[config.mk]
export PLATFORM = sky130hd
export DESIGN_NAME = ones_pattern_gen
export DESIGN_NICKNAME = d
export VERILOG_FILES = /design/src/rtl/ones_pkg.sv /design/src/rtl/ones_popcount.sv /design/src/rtl/ones_pattern_gen.sv
export SDC_FILE = /design/constraint.sdc
export NUM_CORES = 1
export LEC_CHECK = 0
export BUFFER_PORTS_ARGS = -buffer_cell sky130_fd_sc_hd__buf_2
export CAP_MARGIN = 20
export CORE_ASPECT_RATIO = 1.2
export CORE_MARGIN = 5
export CORE_UTILIZATION = 25
export CTS_CLUSTER_SIZE = 24
export DETAILED_ROUTE_END_ITERATION = 8
export RECOVER_POWER = 100
export SETUP_SLACK_MARGIN = 0.4
export SYNTH_ARGS = -nofsm -noshare
export SYNTH_HDL_FRONTEND = slang
export SYNTH_SLANG_ARGS = --single-unit
[constraint.sdc]
create_clock -name clk -period 12.9 [get_ports clk]
set_clock_uncertainty 0.2 [all_clocks]
set_input_delay 1.935 -clock clk [delete_from_list [all_inputs] [get_ports clk]]
set_output_delay 1.935 -clock clk [all_outputs]
set_load 0.01 [all_outputs]
[src/rtl/ones_pkg.sv]
// Shared types and helpers for the fixed-popcount pattern generator.
// Holds the FSM state type and the final-pattern helper.
package ones_pkg;

    localparam int WIDTH_DEF = 8;
    localparam int CW = $clog2(WIDTH_DEF + 1);

    typedef enum logic [1:0] {
        IDLE,
        SCAN,
        HOLD,
        DONE
    } gen_state_t;

    // Last word of the sequence: k ones packed into the MSBs of a w-bit word.
    function automatic logic [15:0] top_pattern(
        input int unsigned k,
        input int unsigned w
    );
        logic [15:0] p;
        p = '0;
        for (int i = 0; i < 16; i++) begin
            if ((i < int'(w)) && (i >= int'(w) - int'(k))) begin
                p[i] = 1'b1;
            end
        end
        return p;
    endfunction

endpackage

[src/rtl/ones_popcount.sv]
// Combinational population count of a WIDTH-bit word.
// Result width CW is wide enough to hold WIDTH itself.
module ones_popcount #(
    parameter int WIDTH = 8,
    parameter int CW    = $clog2(WIDTH + 1)
) (
    input  logic [WIDTH-1:0] i_data,
    output logic [CW-1:0]    o_count
);

    // Sum every bit of the input word.
    always_comb begin
        o_count = '0;
        for (int i = 0; i < WIDTH; i++) begin
            o_count = o_count + CW'(i_data[i]);
        end
    end

endmodule

[src/rtl/ones_pattern_gen.sv]
// Enumerates all WIDTH-bit words with exactly k set bits, ascending,
// one word per valid/ready handshake.
module ones_pattern_gen
    import ones_pkg::*;
#(
    parameter int WIDTH = 8,
    parameter int CW    = $clog2(WIDTH + 1)
) (
    input  logic             clk,
    input  logic             reset_n,
    input  logic             start,
    input  logic [CW-1:0]    target_count,
    output logic [WIDTH-1:0] data_out,
    output logic             data_valid,
    input  logic             data_ready,
    output logic             last,
    output logic             busy,
    output logic             done,
    output logic             error,
    output logic [WIDTH-1:0] emitted
);

    gen_state_t       r_state;
    gen_state_t       w_state;
    logic [WIDTH-1:0] r_cand;
    logic [WIDTH-1:0] w_cand;
    logic [CW-1:0]    r_k;
    logic [CW-1:0]    w_k;
    logic [WIDTH-1:0] r_data;
    logic [WIDTH-1:0] w_data;
    logic             r_valid;
    logic             w_valid;
    logic [WIDTH-1:0] r_emitted;
    logic [WIDTH-1:0] w_emitted;
    logic [CW-1:0]    w_pop;
    logic [15:0]      w_top16;
    logic             w_last;

    ones_popcount #(
        .WIDTH (WIDTH),
        .CW    (CW)
    ) u_pop (
        .i_data  (r_cand),
        .o_count (w_pop)
    );

    assign w_top16    = top_pattern(32'(r_k), WIDTH);
    assign w_last     = r_valid && (r_data == w_top16[WIDTH-1:0]);

    assign data_out   = r_data;
    assign data_valid = r_valid;
    assign last       = w_last;
    assign emitted    = r_emitted;
    assign busy       = (r_state == SCAN) || (r_state == HOLD);
    assign done       = (r_state == DONE);
    assign error      = (r_state == DONE) && (32'(r_k) > WIDTH);

    // Next-state and datapath updates for the scan/hold handshake loop.
    always_comb begin
        w_state   = r_state;
        w_cand    = r_cand;
        w_k       = r_k;
        w_data    = r_data;
        w_valid   = r_valid;
        w_emitted = r_emitted;
        unique case (r_state)
            IDLE: begin
                if (start) begin
                    w_k       = target_count;
                    w_cand    = '0;
                    w_emitted = '0;
                    if (32'(target_count) > WIDTH) begin
                        w_state = DONE;
                    end else begin
                        w_state = SCAN;
                    end
                end
            end
            SCAN: begin
                if (w_pop == r_k) begin
                    w_data  = r_cand;
                    w_valid = 1'b1;
                    w_state = HOLD;
                end else if (&r_cand) begin
                    w_state = DONE;
                end else begin
                    w_cand = r_cand + WIDTH'(1);
                end
            end
            HOLD: begin
                if (data_ready) begin
                    w_emitted = r_emitted + WIDTH'(1);
                    w_valid   = 1'b0;
                    if (w_last) begin
                        w_state = DONE;
                    end else begin
                        w_cand  = r_cand + WIDTH'(1);
                        w_state = SCAN;
                    end
                end
            end
            DONE: begin
                w_state = IDLE;
            end
            default: begin
                w_state = IDLE;
            end
        endcase
    end

    // State, candidate and output registers; reset clears everything at once.
    always_ff @(posedge clk or negedge reset_n) begin
        if (!reset_n) begin
            r_state   <= IDLE;
            r_cand    <= '0;
            r_k       <= '0;
            r_data    <= '0;
            r_valid   <= 1'b0;
            r_emitted <= '0;
        end else begin
            r_state   <= w_state;
            r_cand    <= w_cand;
            r_k       <= w_k;
            r_data    <= w_data;
            r_valid   <= w_valid;
            r_emitted <= w_emitted;
        end
    end

endmodule

==> summary.txt <==
Clocking
  – Clk pin slew, worst setup/hold paths: 0.05 ns
  – Post-CTS Hold Fix Bufs: 0
  – CTS tree: yes
  – Clock Root Buffer: clkbuf_16
  – Max Root-Sink Buffers: 2
  – Post-CTS Resized: 0
  – H-tree levels: 2
  – CTS sink cnt: 31
  – # Post-CTS Setup Buffers: 0
  – Later-pin clock latency in the skew report: 0.27 ns
  – CTS buffer count: 5

Global route
  – Total track usage: 0.109
  – GRT overflow: 0
  – Initial antenna violation count: 0
  – First-pass GRT wire length: 10900 microns
  – Number of global-route vias before repair: 2167
  – Largest net degree at the start of global routing: 32

Synth
  – Sequential-to-total area share from yosys stat: 0.299
  – Ranking of synthesized cells by area: dfrtp_1 30%, ha_1 6.3%, inv_1 3.5%
  – Number of synthesized flops with an enable pin: 0
  – Post-Syn Area: 2590 sq um
  – #FFs+latches synth: 31
  – Synth async-reset ratio: 1.00
  – Post-synth top area share: 0.299
  – Yosys top cell by area: dfrtp_1
  – Syn nets: 306
  – Syn Area/Cell: 9.23 sq um
  – Cells after synthesis: 281
  – Ys Warns: 0
  – Unique cell type count in the Yosys netlist: 71
  – Main synth FF type: dfrtp_1

Die
  – Initial core utilization: 0.257
  – Die height: 122 microns
  – Site row count: 40
  – Die area: 12500 sq um
  – Core area: 10100 sq um
  – IO Pins: 29
  – DIE WIDTH: 103 microns

Critical path
  – Slowest cell on crit path: o311ai_0
  – CP Data Required Time: 10.76 ns
  – CP endpoint kind: primary output
  – CP Depth: 13
  – FF-to-FF setup slack: 7.09 ns
  – Kind of critical path: flop to primary output
  – Crit path max fanout: 20
  – Worst Setup Start Kind: flop
  – Critical path, cell by cell: inv_1 -> ha_1 -> nor3b_1 -> a31oi_1 -> nor2b_1 -> ha_1 -> nor2b_1 -> nand3_1 -> o311ai_1 -> o311ai_0 -> nand3_1 -> nor2_1 -> buf_2
  – Buf+Inv Stages, Crit Path: 2
  – CP top delay family: simple AND/OR/NAND/NOR gates
  – Worst path max stage delay: 0.74 ns
  – R2R cell count: 14
  – Worst path arrival time: 4.00 ns

STA
  – Relative slew slack: -0.306
  – Setup TNS: 0 ns
  – RSZ-0062 raised after global routing: false
  – Final Max Slew Viols: 42
  – Worst Max-Slew Pin Slew: 1.93 ns
  – Hold Violations, Final: 0
  – Tmin final: 6.14 ns
  – Fmax: 163 MHz
  – Fin crit share: 0.476
  – Final Setup Violations: 0

Placement
  – IO Port Bufs: 28
  – Cell Count Post-Placement: 423
  – Detailed placer's ending HPWL: 5030 microns
  – GPL Wtd Cong: 0.872

Detailed routing
  – First-pass DRT Iterations: 4
  – Vias/cell: 5.12
  – Remaining routing DRC violations: 0
  – DR iter-0 viols: 140
  – Via Count: 2208
  – Wire length per cell after detailed routing: 15.3 microns
  – Number of routed nets with antenna violations: 0
  – Drt total wl: 6590 microns

Run status
  – Failing checks: capacitance limit, slew limit
  – Status: finished, violations left

Pwr
  – P_leak: 1.25 nW
  – Pwr per Cell Area: 256 nW/um^2
  – Max VDD drop: 0.000126 V

Min path
  – Hold Crit Class: flop to flop
  – Hold Path Stages: 1

Flow run
  – Max-cap violation count: 2

Final layout
  – # diodes: 0
  – Non-Filler Instances: 431
  – Share of cells above drive strength 1: 0.111
  – Nets@finish: 329
  – Area Growth Syn to Fin: 13.1%
-- state kept, by name (all words and copies together) (netlist names) --
register,flops
data_out,8
data_valid,1
emitted,8
r_cand,8
r_k,4
r_state,2
-- worst register-to-register path: cells and delay by family, from the launching register on --
family / cells / cell delay (ns)
simple gates: 2 / 0.20
fa+ha+maj: 5 / 2.06
buf+inv: 2 / 0.13
flops: 1 / 0.41
compound gates: 4 / 2.52
xor+xnor: 1 / 0.19
-- synthesized netlist by cell type (2+ instances only) --
cell type / number
dfrtp_1: 31
inv_1: 24
nand2_1: 22
nor2_1: 16
ha_1: 13
nand3_1: 13
o21ai_0: 13
xor2_1: 9
a21oi_1: 7
mux2_2: 7
a31oi_1: 6
mux2i_1: 6
and3_1: 5
nand2b_1: 5
buf_4: 4
clkbuf_1: 4
fa_1: 4
nor2b_1: 4
o2bb2ai_1: 4
or3_1: 4
nand3b_1: 3
nand4_1: 3
nor3_1: 3
o21a_1: 3
o221ai_1: 3
o22ai_1: 3
xnor2_1: 3
a211o_1: 2
a22o_1: 2
and4_1: 2
buf_2: 2
buf_6: 2
nor3b_1: 2
nor4bb_1: 2
o2111ai_1: 2
o211a_1: 2
o211ai_1: 2
o21bai_1: 2
o22a_1: 2
o311ai_0: 2
or2_2: 2
or3b_2: 2
-- power breakdown --
group	total (mW)	leakage [nW]	internal [mW]	switching (mW)
clock	0.135	0.0868	0.0958	0.0397
sequential	0.180	0.410	0.121	0.0588
combinational	0.435	0.750	0.184	0.251
total	0.750	1.25	0.401	0.350
-- worst paths after layout --
kind	from	to
worst max-delay path	r_k[0]	last
worst min-delay path	emitted[0]	emitted[0]
worst max register to register	r_cand[0]	r_cand[7]
worst min register to register	emitted[0]	emitted[0]
max in group asynchronous	reset_n	r_cand[2]
min in group asynchronous	reset_n	emitted[4]
-- per-layer routing --
| metal | wire length [microns] | part of all wire | vias to the layer above | global-route usage |
|---|---|---|---|---|
| met1 | 2980 | 0.45 | 1077 | 0.147 |
| met2 | 3260 | 0.49 | 45 | 0.173 |
| met3 | 227 | 0.034 | 8 | 0.0200 |
| met4 | 131 | 0.020 | 0 | 0.0389 |
| met5 | 0 | 0 | - | 0 |
| li1 | - | - | 1078 | - |
-- cell families (layout without fill, tap and decap cells) --
logic type / count (synthesis) / after routing / synth area share
compound gates: 72 / 72 / 0.223
xor+xnor: 12 / 12 / 0.0405
fa+ha+maj: 17 / 17 / 0.0936
buf+inv: 36 / 60 / 0.0646
flops: 31 / 31 / 0.299
mux: 14 / 14 / 0.0579
simple gates: 99 / 99 / 0.221
-- cells in the final DEF (no fill, tap or decap), types with 4 or more instances in the layout --
cell / instances
o2bb2ai_1: 4
o21ai_0: 13
a21oi_1: 7
xor2_1: 9
mux2i_1: 6
mux2_2: 7
a31oi_1: 6
inv_1: 24
nor2b_1: 4
fa_1: 4
buf_2: 6
and3_1: 5
ha_1: 13
clkbuf_16: 5
or3_1: 4
nor2_1: 16
clkbuf_1: 22
dfrtp_1: 31
nand3_1: 13
nand2b_1: 5
nand2_1: 22
-- stage by stage --
stage	hold WS (ns)	power [mW]	setup WS [ns]	util	cell area (sq um)
6_report	0.336	0.750	6.76	0.290	2930
5_1_grt	0.384	0.816	6.38	0.290	2930
4_1_cts	0.346	0.770	7.09	0.296	2990
3_5_place_dp	0.338	0.630	7.41	0.278	2810
3_3_place_gp	0.316	0.619	7.52	0.278	2810
2_1_floorplan	0.304	0.535	8.08	-	2590
-- cell type report --
type                    instances  area (sq um)
clock inverters                 2          35.0
flip-flops and latches         31           776
well taps                     126           158
clock buffers                   6           139
multi-input cells             214          1620
fillers                      1101          7180
repair buffers                 28           113
inverters                      24          90.1
(Power assumes the default switching activity.)
